$ cat src/rtl/cam_pkg.sv
// Shared types for the scaled camera capture: output formats, FSM states,
// RGB565 pixel layout and the native bit width of each output format.
package cam_pkg;

  typedef enum logic [1:0] {
    MODE_RGB332 = 2'd0,
    MODE_RGB444 = 2'd1,
    MODE_GRAY8  = 2'd2,
    MODE_RGB565 = 2'd3
  } cam_mode_e;

  typedef enum logic [2:0] {
    ST_IDLE      = 3'd0,
    ST_VBLANK    = 3'd1,
    ST_WAIT_LINE = 3'd2,
    ST_CAPTURE   = 3'd3,
    ST_SKIP      = 3'd4,
    ST_END_LINE  = 3'd5,
    ST_DONE      = 3'd6
  } cam_state_e;

  typedef struct packed {
    logic [4:0] r;
    logic [5:0] g;
    logic [4:0] b;
  } rgb565_t;

  // Bits a stored pixel occupies in a given format
  function automatic int unsigned px_width(input cam_mode_e m);
    case (m)
      MODE_RGB444: return 12;
      MODE_RGB565: return 16;
      default:     return 8;
    endcase
  endfunction

endpackage

$ cat src/rtl/cam_px_convert.sv
// Combinational RGB565 pair -> stored pixel conversion; formats wider than
// the memory fall back to the widest format that fits.
module cam_px_convert
  import cam_pkg::*;
#(
  parameter int unsigned DW = 8
) (
  input  logic [15:0]   i_pair,
  input  logic [1:0]    i_mode,
  output logic [DW-1:0] o_data_c
);

  rgb565_t     w_px;
  cam_mode_e   w_mode;
  logic [7:0]  w_r8;
  logic [7:0]  w_g8;
  logic [7:0]  w_b8;
  logic [7:0]  w_y;
  logic [10:0] w_y_sum;
  logic [15:0] w_full;

  assign w_px = i_pair;

  always_comb begin
    w_mode = cam_mode_e'(i_mode);
    if (px_width(w_mode) > DW) begin
      w_mode = (px_width(MODE_RGB444) <= DW) ? MODE_RGB444 : MODE_RGB332;
    end
  end

  // Channels widened to 8 bits by replicating their MSBs, then weighted 2:5:1
  assign w_r8    = {w_px.r, w_px.r[4:2]};
  assign w_g8    = {w_px.g, w_px.g[5:4]};
  assign w_b8    = {w_px.b, w_px.b[4:2]};
  assign w_y_sum = (11'(w_r8) << 1) + (11'(w_g8) * 11'd5) + 11'(w_b8);
  assign w_y     = 8'(w_y_sum >> 3);

  always_comb begin
    w_full = 16'h0000;
    case (w_mode)
      MODE_RGB332: w_full = {8'h00, w_px.r[4:2], w_px.g[5:3], w_px.b[4:3]};
      MODE_RGB444: w_full = {4'h0, w_px.r[4:1], w_px.g[5:2], w_px.b[4:1]};
      MODE_GRAY8:  w_full = {8'h00, w_y};
      default:     w_full = i_pair;
    endcase
  end

  assign o_data_c = DW'(w_full);

endmodule

$ cat src/rtl/cam_capture_scaled.sv
// Sensor-side capture of RGB565 byte pairs into frame memory with format
// conversion, decimation, clipping, short-line recovery and frame accounting.
module cam_capture_scaled
  import cam_pkg::*;
#(
  parameter int unsigned IMG_W = 176,
  parameter int unsigned IMG_H = 144,
  parameter int unsigned AW    = 15,
  parameter int unsigned DW    = 8,
  parameter int unsigned DEC   = 1
) (
  input  logic          pclk,
  input  logic          rst,
  input  logic          vsync,
  input  logic          href,
  input  logic [7:0]    px_data,
  input  logic [1:0]    mode,
  output logic [AW-1:0] mem_px_addr,
  output logic [DW-1:0] mem_px_data,
  output logic          px_wr,
  output logic          frame_done,
  output logic          err,
  output logic [7:0]    frame_cnt
);

  localparam int unsigned   CW        = $clog2(IMG_W + 1);
  localparam int unsigned   RW        = $clog2(IMG_H + 1);
  localparam logic [CW-1:0] COL_END   = CW'(IMG_W);
  localparam logic [RW-1:0] ROW_LAST  = RW'(IMG_H - 1);
  localparam logic [AW-1:0] LINE_STEP = AW'(IMG_W);
  localparam logic [AW-1:0] LAST_ADDR = AW'(IMG_W * IMG_H - 1);

  cam_state_e    r_state;
  cam_state_e    w_state_nxt;
  logic [1:0]    r_mode;
  logic          r_phase;
  logic [7:0]    r_hi;
  logic [CW-1:0] r_col;
  logic [RW-1:0] r_row;
  logic [AW-1:0] r_base;
  logic          r_src_col_odd;
  logic          r_src_row_odd;

  logic          w_keep_col;
  logic          w_keep_row;
  logic [AW-1:0] w_addr;
  logic [DW-1:0] w_conv;

  logic          w_frame_start_c;
  logic          w_abort_c;
  logic          w_line_start_c;
  logic          w_hi_c;
  logic          w_lo_c;
  logic          w_short_c;
  logic          w_row_end_c;

  // Sensor-side parity decides which pixels and lines survive decimation
  assign w_keep_col = (DEC == 1) || !r_src_col_odd;
  assign w_keep_row = (DEC == 1) || !r_src_row_odd;
  assign w_addr     = r_base + AW'(r_col);

  cam_px_convert #(
    .DW (DW)
  ) u_convert (
    .i_pair   ({r_hi, px_data}),
    .i_mode   (r_mode),
    .o_data_c (w_conv)
  );

  always_ff @(posedge pclk or negedge rst) begin
    if (!rst) begin
      r_state <= ST_IDLE;
    end else begin
      r_state <= w_state_nxt;
    end
  end

  // Next state plus one-cycle strobes that steer the datapath registers
  always_comb begin
    w_state_nxt     = r_state;
    w_frame_start_c = 1'b0;
    w_abort_c       = 1'b0;
    w_line_start_c  = 1'b0;
    w_hi_c          = 1'b0;
    w_lo_c          = 1'b0;
    w_short_c       = 1'b0;
    w_row_end_c     = 1'b0;
    case (r_state)
      ST_IDLE: begin
        if (vsync) w_state_nxt = ST_VBLANK;
      end
      ST_VBLANK: begin
        if (!vsync) begin
          w_frame_start_c = 1'b1;
          w_state_nxt     = ST_WAIT_LINE;
        end
      end
      ST_WAIT_LINE: begin
        if (vsync) begin
          w_abort_c   = 1'b1;
          w_state_nxt = ST_VBLANK;
        end else if (href) begin
          if (w_keep_row) begin
            w_line_start_c = 1'b1;
            w_state_nxt    = ST_CAPTURE;
          end else begin
            w_state_nxt = ST_SKIP;
          end
        end
      end
      ST_CAPTURE: begin
        if (vsync) begin
          w_abort_c   = 1'b1;
          w_state_nxt = ST_VBLANK;
        end else if (!href) begin
          w_short_c   = (r_col != COL_END) || r_phase;
          w_state_nxt = ST_END_LINE;
        end else if (r_col == COL_END) begin
          w_state_nxt = ST_SKIP;
        end else if (!r_phase) begin
          w_hi_c = 1'b1;
        end else begin
          w_lo_c = 1'b1;
        end
      end
      ST_SKIP: begin
        if (vsync) begin
          w_abort_c   = 1'b1;
          w_state_nxt = ST_VBLANK;
        end else if (!href) begin
          w_state_nxt = ST_END_LINE;
        end
      end
      ST_END_LINE: begin
        if (vsync) begin
          w_abort_c   = 1'b1;
          w_state_nxt = ST_VBLANK;
        end else begin
          w_row_end_c = 1'b1;
          w_state_nxt = (w_keep_row && (r_row == ROW_LAST)) ? ST_DONE : ST_WAIT_LINE;
        end
      end
      ST_DONE: begin
        if (vsync) w_state_nxt = ST_VBLANK;
      end
      default: w_state_nxt = ST_IDLE;
    endcase
  end

  always_ff @(posedge pclk or negedge rst) begin
    if (!rst) begin
      r_mode        <= 2'd0;
      r_phase       <= 1'b0;
      r_hi          <= 8'h00;
      r_col         <= '0;
      r_row         <= '0;
      r_base        <= '0;
      r_src_col_odd <= 1'b0;
      r_src_row_odd <= 1'b0;
      mem_px_addr   <= '0;
      mem_px_data   <= '0;
      px_wr         <= 1'b0;
      frame_done    <= 1'b0;
      err           <= 1'b0;
      frame_cnt     <= 8'h00;
    end else begin
      px_wr      <= 1'b0;
      frame_done <= 1'b0;

      if (w_frame_start_c) begin
        r_mode        <= mode;
        err           <= 1'b0;
        r_row         <= '0;
        r_base        <= '0;
        r_src_row_odd <= 1'b0;
      end

      if (w_abort_c || w_short_c) begin
        err <= 1'b1;
      end

      if (w_line_start_c) begin
        r_hi          <= px_data;
        r_phase       <= 1'b1;
        r_col         <= '0;
        r_src_col_odd <= 1'b0;
      end

      if (w_hi_c) begin
        r_hi    <= px_data;
        r_phase <= 1'b1;
      end

      // Low byte completes a pixel; only kept pixels reach memory
      if (w_lo_c) begin
        r_phase       <= 1'b0;
        r_src_col_odd <= ~r_src_col_odd;
        if (w_keep_col) begin
          px_wr       <= 1'b1;
          mem_px_addr <= w_addr;
          mem_px_data <= w_conv;
          r_col       <= r_col + CW'(1);
          if (w_addr == LAST_ADDR) begin
            frame_done <= 1'b1;
            frame_cnt  <= frame_cnt + 8'd1;
          end
        end
      end

      // Base advances a full line even after a short line; frozen on the last row
      if (w_row_end_c) begin
        r_src_row_odd <= ~r_src_row_odd;
        if (w_keep_row && (r_row != ROW_LAST)) begin
          r_row  <= r_row + RW'(1);
          r_base <= r_base + LINE_STEP;
        end
      end
    end
  end

endmodule

$ cat config.mk
export PLATFORM = sky130hd
export DESIGN_NAME = cam_capture_scaled
export DESIGN_NICKNAME = d
export VERILOG_FILES = /design/src/rtl/cam_pkg.sv /design/src/rtl/cam_px_convert.sv /design/src/rtl/cam_capture_scaled.sv
export SDC_FILE = /design/constraint.sdc
export NUM_CORES = 1
export LEC_CHECK = 0
export ABC_CLOCK_PERIOD_IN_PS = 6310
export BUFFER_PORTS_ARGS = -buffer_cell sky130_fd_sc_hd__buf_4
export CORE_MARGIN = 4
export CORE_UTILIZATION = 45
export DETAILED_ROUTE_END_ITERATION = 12
export PLACE_DENSITY = 0.73
export SYNTH_ARGS = -nofsm -noshare
export SYNTH_HDL_FRONTEND = slang
export SYNTH_SLANG_ARGS = --single-unit
$ cat constraint.sdc
create_clock -name pclk -period 6.31 [get_ports pclk]
set_clock_uncertainty 0.15 [all_clocks]
set_input_delay 0.3155 -clock pclk [delete_from_list [all_inputs] [get_ports pclk]]
set_output_delay 0.3155 -clock pclk [all_outputs]
set_load 0.03 [all_outputs]
**After elaboration in Yosys (flattened, before gate mapping)**

Cells that the tools add are included.

- Register bits: 79
- Bits in latches: 0
- Bits in writable memories: 0
- ROM bits: 0
- Bits of input ports: 14
- Output and inout bits: 34
- Memories kept: 0

- $add $sub $neg: 7
- Multiply operators: 1
- Div/mod/pow operators: 0
- Order comparisons: 1
- Equal/unequal tests: 20
- Shift operators: 0
- Multiplexer cells: 54
- Bitwise logic cells: 0
- Reductions and logical operators: 12

Operators with widths:

| operator | count |
|---|---|
| two-way mux 8 bit | 7 |
| two-way mux 15 bit | 3 |
| two-way mux 3 bit | 11 |
| two-way mux 1 bit | 29 |
| adder 8 x 1 -> 8 bit (second input constant) | 3 |
| one-hot mux 8 bit (3 select lines) | 1 |
| one-hot mux 3 bit (6 select lines) | 1 |
| equality test 8 bit (second input constant) | 2 |
| != test 8 bit (second input constant) | 2 |
| adder 15 x 8 -> 15 bit | 1 |
| adder 15 x 8 -> 15 bit (second input constant) | 1 |
| equality test 15 bit (second input constant) | 1 |
| adder 11 x 8 -> 11 bit | 1 |
| adder 9 x 11 -> 11 bit | 1 |
| multiplier 8 x 3 -> 11 bit (second input constant) | 1 |
| one-hot mux 5 bit (2 select lines) | 1 |
| equality test 3 bit (second input constant) | 3 |
| equality test 3 x 2 -> 1 bit (second input constant) | 2 |
| != test 3 bit (second input constant) | 2 |
| nonzero test 2 bit | 3 |
| > comparator 5 x 4 -> 1 bit (second input constant) | 1 |
| AND reduction 5 bit | 1 |
| equality test 2 x 1 -> 1 bit (second input constant) | 2 |
| equality test 2 bit (second input constant) | 2 |
| other kinds (12) | 13 |

**Depth between registers and ports, before layout**

- Depth in word-level cells: 7
- Gate-level depth with buffers: 13
- Mapped depth without buffers: 13

**Cells and area by module**

Synthesis repeated with hierarchy kept, for this count alone.

- Cells, all modules: 549
- Area, all modules: 5,101.1 µm²

By module, submodules not included:

| module | times used | cells an instance | area each (µm²) | seq. area each (µm²) |
|---|---|---|---|---|
| cam_capture_scaled | 1 | 433 | 4,155.2 | 1,976.9 |
| cam_px_convert | 1 | 116 | 945.9 | 0.0 |

**Worst setup path after synthesis**

No wires, ideal clock.

- Path kind: reg2reg
- Start point: register r_hi[2]
- End point: register mem_px_data[7]
- Arrival: 3.154 ns
- Path slack: 2.879 ns
- Stages on the path, launching flop included: 12
- Cell sequence: dfrtp_1 > ha_1 > fa_1 > fa_1 > fa_1 > a21o_1 > a21oi_1 > o21bai_1 > a21oi_1 > o21ai_0 > mux2i_1 > nand3_1

- Word-level cells in the longest chain between the ends: 4

RTL lines:

| item | RTL line | source |
|---|---|---|
| from (decl) | cam_capture_scaled.sv:37 | `logic [7:0] r_hi;` |
| from (signal assigned) | cam_capture_scaled.sv:183 | `r_hi <= px_data;` |
| from (signal assigned) | cam_capture_scaled.sv:190 | `r_hi <= px_data;` |
| multiplier 8 x 3 -> 11 bit | cam_px_convert.sv:35 | `assign w_y_sum = (11'(w_r8) << 1) + (11'(w_g8) * 11'd5) + 11'(w_b8);` |
| adder 9 x 11 -> 11 bit | cam_px_convert.sv:35 |  |
| adder 11 x 8 -> 11 bit | cam_px_convert.sv:35 |  |
| one-hot mux 8 bit (3 select lines) * | cam_px_convert.sv:40 | `case (w_mode)` |
| to (signal assigned) | cam_capture_scaled.sv:201 | `mem_px_data <= w_conv;` |
| to (decl) | cam_capture_scaled.sv:19 | `output logic [DW-1:0] mem_px_data,` |

Mark *: on every way between the ends. The rest lies on a longest branch, timed or not.
A chain may end at the register's enable or synchronous reset.

**Final worst setup path**

Same ends and word-level chain as after synthesis.

==> out/metrics.yaml <==
timing:
  rsz0062_at_grt: "false"
  fmax_mhz: 268
  worstMarginPinSlew_ps: 990
  hold_viol: 49
  drv_slew: 0
  holdWs_ps: -32.8
  slew_headroom_pct: 34.0
  fin_tns_setup_ps: 0
  fin_crit_sh_pct: 59.1
  setup_viol: 0
  fin_crit_ps: 3730
clocking:
  numCtsBuffers: 9
  root_buffer: "clkbuf_8"
  htreeDepth: 3
  clk_pin_slew_worst_paths_ps: 80
  clock-sinks: 79
  cts_tree: "done"
  insertion_delay_ps: 350
  cts_buffer_depth: 2
power_and_ir_drop:
  p_clk_share_pct: 16.9
  total_power_uw: 2370
  max-vdd-ir-drop_mv: 0.233
  sw_frac_of_total_pct: 42.3
  pwr-share-comb_pct: 51.5
  leakagePower_uw: 0.00274
  p_seq_share_pct: 31.6
  switchingPower_uw: 1000
  power_density_nw_per_um2: 424
  intPower_uw: 1370
global_route:
  antenna_found_initial: 0
  grt_util_all_layers_pct: 17.4
  grt_pass1_wl_um: 18500
  grt_pass1_vias: 3949
  grt_max_degree: 80
  overflow: 0
worst_setup_path:
  r2r-end: "mem_px_data[7]"
  crit_fanout: 6
  worstSetupPathType: "reg2reg"
  cp.required_ps: 6400
  cp.arrival_ps: 3820
  r2r_setup_slack_ps: 2580
  r2r_start: "r_hi[2]"
  end_kind: "register"
  start_kind: "register"
  reg2regPathDepth: 11
floorplanning:
  die_area_sq_um: 12700
  core_area_sq_um: 10500
  initial_core_util_pct: 47.0
  rows: 37
  dieHeight_um: 113
  fp.dieW_um: 113
  io_pins: 48
synth:
  syn_area_per_cell_sq_um: 9.30
  yosys_warnings: 0
  ys_seq_elements: 79
  ys_seq_area_share_pct: 40.0
  synth.largest_area_cell: "dfrtp_1"
  synthCells: 531
  synth_edf_count: 0
  synth_top_flop_cell: "dfrtp_1"
  synth_area_sq_um: 4940
  synthArstFlopShare_pct: 100
  synth_top_area_share_pct: 40.0
  synthesis.nets: 590
  netlist_top_cells_area: "dfrtp_1, ha_1, fa_1"
  synth_cell_types: 62
route:
  routed_wl_um: 10400
  via_count: 3931
  drtIter0Drc: 257
  firstDrtPassIters: 5
  avgViaCountPerCell: 5.52
  antenna_left: 0
  route.detailed.wl_per_inst_um: 14.7
  drc: 0
placement:
  dp_hpwl_um: 7580
  place.gp.congestion: 0.877
  placement.io_buffers: 47
finish:
  nets: 630
  area_growth_pct: 13.4
  drive_above_1_share_pct: 14.1
  n_antenna_cell: 0
status:
  status: "finished with violations"
  violations: "negative hold slack"
run:
  maxCapViolCount: 0
hold_path:
  hold_path_class: "in2async"
==> cells by family after synthesis <==
kind of cell    after synthesis  share of synthesized area (%)
compound gates              119                           15.4
xor+xnor                     27                           4.79
fa+ha+maj                    45                           13.5
buf+inv                      48                           3.83
flops                        79                           40.0
simple gates                202                           20.0
mux                          11                           2.46
==> per-layer routing <==
layer | wire, um | up-vias | GRT usage (%)
met5 | 0 | - | 0
met3 | 348 | 11 | 3.74
met2 | 5070 | 60 | 28.5
li1 | - | 1938 | -
met4 | 126 | 0 | 5.29
met1 | 4900 | 1922 | 23.1
==> cell usage after synthesis (4+ instances only) <==
| library cell | count |
|---|---|
| nor2_1 | 39 |
| xor2_1 | 14 |
| o31ai_1 | 7 |
| and3_1 | 9 |
| xnor2_1 | 13 |
| or3_1 | 4 |
| nand4_1 | 5 |
| nor3_1 | 8 |
| fa_1 | 14 |
| o21ai_0 | 42 |
| and2_1 | 9 |
| or2_2 | 4 |
| mux2_2 | 9 |
| clkbuf_1 | 16 |
| nand2b_1 | 8 |
| nand3_1 | 23 |
| ha_1 | 31 |
| inv_1 | 27 |
| nand2_1 | 74 |
| a21o_1 | 6 |
| dfrtp_1 | 79 |
| a21oi_1 | 24 |
==> layout by cell type, fill, tap and decap left out, drive strengths merged, types with 14 or more instances in the layout <==
cell,instances
dfrtp,79
nand2,74
buf,48
o21ai,44
nor2,39
ha,31
inv,27
a21oi,24
nand3,23
xor2,14
fa,14
==> cell type report <==
type                    instances  area, sq um
inverters                      28          105
fillers                       940         4910
multi-input cells             404         2770
clock inverters                 4         70.1
flip-flops and latches         79         1980
clock buffers                  12          135
well taps                     136          170
repair buffers                 49          370
==> power by group through the flow <==
stage | clock (uW) | combinational, uW | sequential [uW]
after floorplan | 0 | 841 | 816
after global placement | 0 | 1180 | 755
after detailed placement | 0 | 1220 | 761
after CTS | 414 | 1230 | 752
after global routing | 437 | 1390 | 770
final | 400 | 1220 | 751
==> stage by stage <==
| stage | worst slack, ps | instances | utilization, % | instance area, sq um |
|---|---|---|---|---|
| after floorplan | 2880 | 531 | - | 4940 |
| after CTS | 2580 | 712 | 53.3 | 5600 |
| after global placement | 2640 | 695 | 51.2 | 5390 |
| after global routing | 2350 | 712 | 53.3 | 5600 |
| final | 2580 | 712 | 53.3 | 5600 |
| after detailed placement | 2570 | 695 | 51.2 | 5390 |
==> how the worst max path moves through the flow <==
stage | startpoint | to | slack, ps | cells past startpoint
2_1_floorplan | r_hi[2] | mem_px_data[7] | 2880 | 11
5_1_grt | r_col[1] | frame_cnt[1] | 2350 | 11
3_5_place_dp | px_data[5] | mem_px_data[6] | 2570 | 14
4_1_cts | r_hi[2] | mem_px_data[7] | 2580 | 11
6_report | r_hi[2] | mem_px_data[7] | 2580 | 11
3_3_place_gp | px_data[5] | mem_px_data[6] | 2640 | 14
==> flip-flops by register name (all words and copies together) (netlist names), 2 cells and up <==
register and cells:
r_mode 2, r_row 8, mem_px_data 8, mem_px_addr 15
r_col 8, r_hi 8, frame_cnt 8, r_state 3
r_base 15
==> repair_timing <==
| item | in CTS | in global routing |
|---|---|---|
| gates resized for setup | 0 | 0 |
| setup buffers | 0 | 0 |
| hold buffers | 1 | 0 |
| setup endpoints to repair | 0 | 0 |
| endpoints found under the hold margin | 1 | 0 |
==> worst max-delay path, stage by stage (launching register included) <==
cell	delay [ps]
dfrtp_1	460
ha_1	340
fa_1	490
fa_1	520
fa_1	470
a21o_1	190
a21oi_1	220
o21bai_1	100
a21oi_1	270
o21ai_0	180
mux2i_1	170
nand3_1	80
(Power assumes the default switching activity.)
